`config.mk`:
```
export PLATFORM = sky130hd
export DESIGN_NAME = alu_accum_core
export DESIGN_NICKNAME = d
export VERILOG_FILES = /design/src/rtl/alu_accum_core.sv
export SDC_FILE = /design/constraint.sdc
export NUM_CORES = 1
export LEC_CHECK = 0
export CAP_MARGIN = 40
export CORE_ASPECT_RATIO = 1.25
export CORE_MARGIN = 5
export CORE_UTILIZATION = 56
export CTS_BUF_LIST = sky130_fd_sc_hd__clkbuf_8
export DETAILED_ROUTE_END_ITERATION = 16
export PLACE_DENSITY = 0.77
export SETUP_SLACK_MARGIN = 0.4
export SLEW_MARGIN = 20
export SYNTH_ARGS = -nofsm -noshare
export SYNTH_HDL_FRONTEND = slang
export SYNTH_SLANG_ARGS = --single-unit
```
`constraint.sdc`:
```
create_clock -name clk -period 4.73 [get_ports clk]
set_clock_uncertainty 0.2 [all_clocks]
set_input_delay 0.946 -clock clk [delete_from_list [all_inputs] [get_ports clk]]
set_output_delay 0.946 -clock clk [all_outputs]
set_load 0.02 [all_outputs]
```
`src/rtl/alu_accum_core.sv`:
```
// Accumulator ALU: single-cycle ops complete in one cycle, MUL is a WIDTH-cycle shift-add.
// Results and flags are registered; the accumulator follows every completed result.
module alu_accum_core #(
  parameter int WIDTH = 8
) (
  input  logic             clk,
  input  logic             rst_n,
  input  logic             in_valid,
  output logic             in_ready,
  input  logic [3:0]       op,
  input  logic             use_acc,
  input  logic [WIDTH-1:0] operand_a,
  input  logic [WIDTH-1:0] operand_b,
  output logic             out_valid,
  output logic [WIDTH-1:0] result,
  output logic [3:0]       flags,
  output logic             busy
);

  localparam int CW = $clog2(WIDTH + 1);

  localparam logic [3:0] OP_ADD  = 4'd0;
  localparam logic [3:0] OP_SUB  = 4'd1;
  localparam logic [3:0] OP_AND  = 4'd2;
  localparam logic [3:0] OP_OR   = 4'd3;
  localparam logic [3:0] OP_EQ   = 4'd4;
  localparam logic [3:0] OP_NOT  = 4'd5;
  localparam logic [3:0] OP_GT   = 4'd6;
  localparam logic [3:0] OP_LT   = 4'd7;
  localparam logic [3:0] OP_XOR  = 4'd8;
  localparam logic [3:0] OP_SHL  = 4'd9;
  localparam logic [3:0] OP_SHR  = 4'd10;
  localparam logic [3:0] OP_MUL  = 4'd11;
  localparam logic [3:0] OP_LOAD = 4'd13;

  typedef enum logic {S_IDLE, S_MUL} state_t;

  state_t             state_q, state_d;
  logic [CW-1:0]      cnt_q, cnt_d;
  logic [2*WIDTH-1:0] mcand_q, mcand_d;
  logic [2*WIDTH-1:0] prod_q, prod_d;
  logic [WIDTH-1:0]   mplier_q, mplier_d;
  logic [WIDTH-1:0]   acc_q, acc_d;
  logic [WIDTH-1:0]   result_q, result_d;
  logic [3:0]         flags_q, flags_d;
  logic               out_valid_q, out_valid_d;

  logic [WIDTH-1:0]   op_a;
  logic [WIDTH:0]     add_w, sub_w;
  logic [2*WIDTH-1:0] prod_next;
  logic [WIDTH-1:0]   alu_res;
  logic               alu_c, alu_v;
  logic               fin;
  logic [WIDTH-1:0]   fin_res;
  logic               fin_c, fin_v;

  assign op_a      = use_acc ? acc_q : operand_a;
  assign add_w     = {1'b0, op_a} + {1'b0, operand_b};
  // The extended MSB of the difference is the borrow (A < B).
  assign sub_w     = {1'b0, op_a} - {1'b0, operand_b};
  assign prod_next = prod_q + (mplier_q[0] ? mcand_q : '0);

  always_comb begin
    alu_res = '0;
    alu_c   = 1'b0;
    alu_v   = 1'b0;
    case (op)
      OP_ADD: begin
        alu_res = add_w[WIDTH-1:0];
        alu_c   = add_w[WIDTH];
        alu_v   = (op_a[WIDTH-1] == operand_b[WIDTH-1]) && (add_w[WIDTH-1] != op_a[WIDTH-1]);
      end
      OP_SUB: begin
        alu_res = sub_w[WIDTH-1:0];
        alu_c   = sub_w[WIDTH];
        alu_v   = (op_a[WIDTH-1] != operand_b[WIDTH-1]) && (sub_w[WIDTH-1] != op_a[WIDTH-1]);
      end
      OP_AND:  alu_res = op_a & operand_b;
      OP_OR:   alu_res = op_a | operand_b;
      OP_XOR:  alu_res = op_a ^ operand_b;
      OP_EQ:   alu_res = {WIDTH{op_a == operand_b}};
      OP_GT:   alu_res = {WIDTH{op_a > operand_b}};
      OP_LT:   alu_res = {WIDTH{op_a < operand_b}};
      OP_NOT:  alu_res = ~op_a;
      OP_SHL: begin
        alu_res = {op_a[WIDTH-2:0], 1'b0};
        alu_c   = op_a[WIDTH-1];
      end
      OP_SHR: begin
        alu_res = {1'b0, op_a[WIDTH-1:1]};
        alu_c   = op_a[0];
      end
      OP_LOAD: alu_res = operand_b;
      default: alu_res = '0;
    endcase
  end

  always_comb begin
    state_d     = state_q;
    cnt_d       = cnt_q;
    mcand_d     = mcand_q;
    prod_d      = prod_q;
    mplier_d    = mplier_q;
    acc_d       = acc_q;
    result_d    = result_q;
    flags_d     = flags_q;
    out_valid_d = 1'b0;
    fin         = 1'b0;
    fin_res     = '0;
    fin_c       = 1'b0;
    fin_v       = 1'b0;
    case (state_q)
      S_IDLE: begin
        if (in_valid) begin
          if (op == OP_MUL) begin
            state_d  = S_MUL;
            cnt_d    = CW'(WIDTH);
            mcand_d  = {{WIDTH{1'b0}}, op_a};
            mplier_d = operand_b;
            prod_d   = '0;
          end else begin
            fin     = 1'b1;
            fin_res = alu_res;
            fin_c   = alu_c;
            fin_v   = alu_v;
          end
        end
      end
      S_MUL: begin
        prod_d   = prod_next;
        mcand_d  = mcand_q << 1;
        mplier_d = mplier_q >> 1;
        cnt_d    = cnt_q - CW'(1);
        // Last partial product is folded in on the same edge that completes.
        if (cnt_q == CW'(1)) begin
          state_d = S_IDLE;
          fin     = 1'b1;
          fin_res = prod_next[WIDTH-1:0];
          fin_c   = |prod_next[2*WIDTH-1:WIDTH];
        end
      end
      default: state_d = S_IDLE;
    endcase
    if (fin) begin
      result_d    = fin_res;
      acc_d       = fin_res;
      flags_d     = {(fin_res == '0), fin_res[WIDTH-1], fin_c, fin_v};
      out_valid_d = 1'b1;
    end
  end

  always_ff @(posedge clk or negedge rst_n) begin
    if (!rst_n) begin
      state_q     <= S_IDLE;
      cnt_q       <= '0;
      mcand_q     <= '0;
      prod_q      <= '0;
      mplier_q    <= '0;
      acc_q       <= '0;
      result_q    <= '0;
      flags_q     <= '0;
      out_valid_q <= 1'b0;
    end else begin
      state_q     <= state_d;
      cnt_q       <= cnt_d;
      mcand_q     <= mcand_d;
      prod_q      <= prod_d;
      mplier_q    <= mplier_d;
      acc_q       <= acc_d;
      result_q    <= result_d;
      flags_q     <= flags_d;
      out_valid_q <= out_valid_d;
    end
  end

  assign in_ready  = (state_q == S_IDLE);
  assign busy      = (state_q == S_MUL);
  assign out_valid = out_valid_q;
  assign result    = result_q;
  assign flags     = flags_q;

endmodule

```
==> out/metrics.yaml <==
timing:
  worstMarginPinSlew_ps: 703
  fin_crit_ps: 3990
  fin_setup_tns_ps: 0
  hold_violations: 0
  slew_headroom: 0.532
  finalSetupViolCount: 0
  period_share: 0.843
  rsz0062_at_grt: "no"
  timing.fmax_mhz: 251
  final-max-slew-violation-count: 0
  whs_ps: 281
detailed_routing:
  viasPerCell: 6.15
  drtPass1Iterations: 5
  num_vias: 4990
  dr.first_iter.drc_count: 421
  wire_per_inst_um: 19.2
  drt-total-wl_um: 15600
  drc: 0
  ant_nets: 0
final_layout:
  area.sequential_sq_um: 1430
  multi_input_area_sq_um: 3340
  diodes: 0
  nets: 751
  area_growth_pct: 15.2
  fin_util: 0.651
  layout-drive-gt1-share: 0.105
  n_fill_cell: 800
  final_common_cell: "nand2_1"
  design_area_sq_um: 5880
  finalNonFillerCells: 811
  layout_common_cells: "nand2_1 (88), o21ai_0 (59), dfrtp_1 (56)"
cts:
  cts_buffers: 9
  clkTransAtPathRegs_ps: 70
  htreeDepth: 3
  cts_sinks: 57
  clk_latency_ps: 360
  cts_root_buffer: "clkbuf_8"
  cts_hold_buffers: 0
  clk_path_buf_depth: 2
  cts_tree: "done"
global_route:
  grt_overflow_total: 0
  antenna_found_initial: 0
  grt_max_degree: 75
  grt_pass1_wl_um: 25100
  grtUsageTotal: 0.294
  grt_pass1_vias: 4897
setup_path:
  crit_type: "in2reg"
  path_max_fanout: 10
  cp_data_arrival_time_ps: 4080
  cp-start-kind: "input port"
  worstReg2RegStart: "mplier_q[0]"
  cp-end-kind: "register"
  critPathRequiredTime_ps: 4820
  regToRegSetupSlack_ps: 1200
  reg2reg_to: "flags[1]"
  ff2ff_path_depth: 11
power_and_ir_drop:
  pwr_density_cell_nw_per_um2: 457
  ir_drop_mv: 0.330
  p_leak_uw: 0.00266
logic_synthesis:
  synth_edf_count: 0
  synth_nets: 706
  ys_seq_area_frac: 0.279
  ys_types: 68
  syn_area_per_cell_sq_um: 8.00
  synth_area_sq_um: 5100
  async_reset_ff_frac: 1.00
  syn_inst: 638
  synth-seq-cells: 57
  synth_flop_cell: "dfrtp_1"
  yosys_warnings: 0
place:
  placedCellCount: 795
  place.gp.congestion: 1.04
  io_buffers: 38
  place_area_sq_um: 5690
  dpl.hpwl_um: 12100
die:
  dieArea_sq_um: 11100
  initial_utilization: 0.565
  pin_count: 39
  core_region_area_sq_um: 9030
  die_width_um: 95.4
  row_count: 39
  die_h_um: 117
hold_path:
  hold_start: "mplier_q[1]"
  min_path_cells: 2
  hold_end: "mplier_q[0]"
  hold_path_class: "reg2reg"
flow_run:
  drv_cap: 0
outcome:
  status: "completed"
## cell usage after synthesis, types with 3 or more instances
cell type  instances  area (sq um)
nor3_1            12          60.1
nor2_1            51           191
o211ai_1           5          37.5
o21ai_0           59           295
mux2i_1            7          70.1
nand2_1           88           330
a21oi_1           38           190
and3_1             8          50.1
fa_1               3          60.1
a22o_1             3          26.3
nand2b_1           6          37.5
o22ai_1            8          50.1
a31oi_1            4          25.0
o22a_1             3          26.3
nor4_2             3          37.5
a21o_1            15           113
o21ai_1            3          15.0
buf_2              6          30.0
o221ai_1           3          26.3
nand3b_1           4          30.0
o2111ai_1          5          43.8
xor2_1             3          26.3
inv_1             40           150
a211oi_1          10          75.1
ha_1              41           513
o21bai_1           3          22.5
nor2b_1           10          62.6
a221o_1            5          50.1
buf_6              3          33.8
a22oi_1            6          45.0
buf_4              6          45.0
nor4_1             3          18.8
clkbuf_1          20          75.1
o21a_1             4          30.0
nand3_1            9          45.0
dfrtp_1           57          1430
mux2_2             3          33.8
and2_1            17           106
xnor2_1           14           123
a221oi_1           6          52.6
or3_1              4          25.0
## state kept, by name (all words and copies together) (netlist names)
register   cells
busy           1
cnt_q          4
flags          4
mcand_q       16
mplier_q       8
out_valid      1
prod_q        16
result         7
## power by group
group / leakage [uW] / switching [uW] / internal, uW / total [uW]
registers: 0.000758 / 164 / 671 / 835
logic: 0.00181 / 847 / 586 / 1430
clock network: 0.0000887 / 217 / 204 / 421
## metal layers
metal	up-vias	routed length, um	track usage
met5	-	0	0
li1	2364	-	-
met2	223	7390	0.477
met1	2362	6490	0.376
met4	0	551	0.138
met3	41	1160	0.0573
## critical path, stage by stage
cell and delay [ps]:
dlymetal6s2s_1 310, buf_4 210, mux2i_4 320, ha_1 300, buf_4 180, nor4_2 380
o21ai_1 160, a31oi_1 260, a21oi_1 210, a221o_1 340, nor4_2 270, a32o_1 190
## how the worst max path moves through the flow
stage / slack, ps / end / startpoint / depth (start not counted)
final: 740 / flags[3] / use_acc / 12
after global routing: 510 / flags[3] / use_acc / 12
after detailed placement: 9 / flags[1] / use_acc / 13
after floorplan: 910 / flags[3] / use_acc / 12
after CTS: 430 / flags[3] / use_acc / 12
after global placement: 60 / flags[1] / use_acc / 13
## area by class of cell
type	count	area share
flip-flops and latches	57	0.243
well taps	123	0.0262
multi-input cells	503	0.569
clock buffers	10	0.0234
inverters	42	0.0268
repair buffers	70	0.105
clock inverters	6	0.00723
## per-stage QoR
stage               setup WS, ps  power (uW)
floorplan                    909        1750
global placement            58.0        2220
detailed placement          9.30        2250
CTS                          427        2690
global route                 510        2890
finish                       743        2690
## repair_timing
| action | CTS | global route |
|---|---|---|
| gates resized for setup | 1 | 1 |
| setup buffers | 0 | 0 |
| pin swaps | 0 | 0 |
| endpoints found under the setup margin | 1 | 8 |
## cell families (layout without fill, tap and decap cells)
group	Yosys count	count (layout)	synth area share
AND/OR/NAND/NOR	229	229	0.220
AO/OA/AOI/OAI	198	198	0.252
buffers and inverters	78	128	0.0676
flip-flops	57	57	0.279
adder cells (fa/ha/maj)	44	44	0.112
XOR/XNOR	17	17	0.0292
multiplexers	15	15	0.0390
Note: power is estimated with default switching activity, not from simulation.
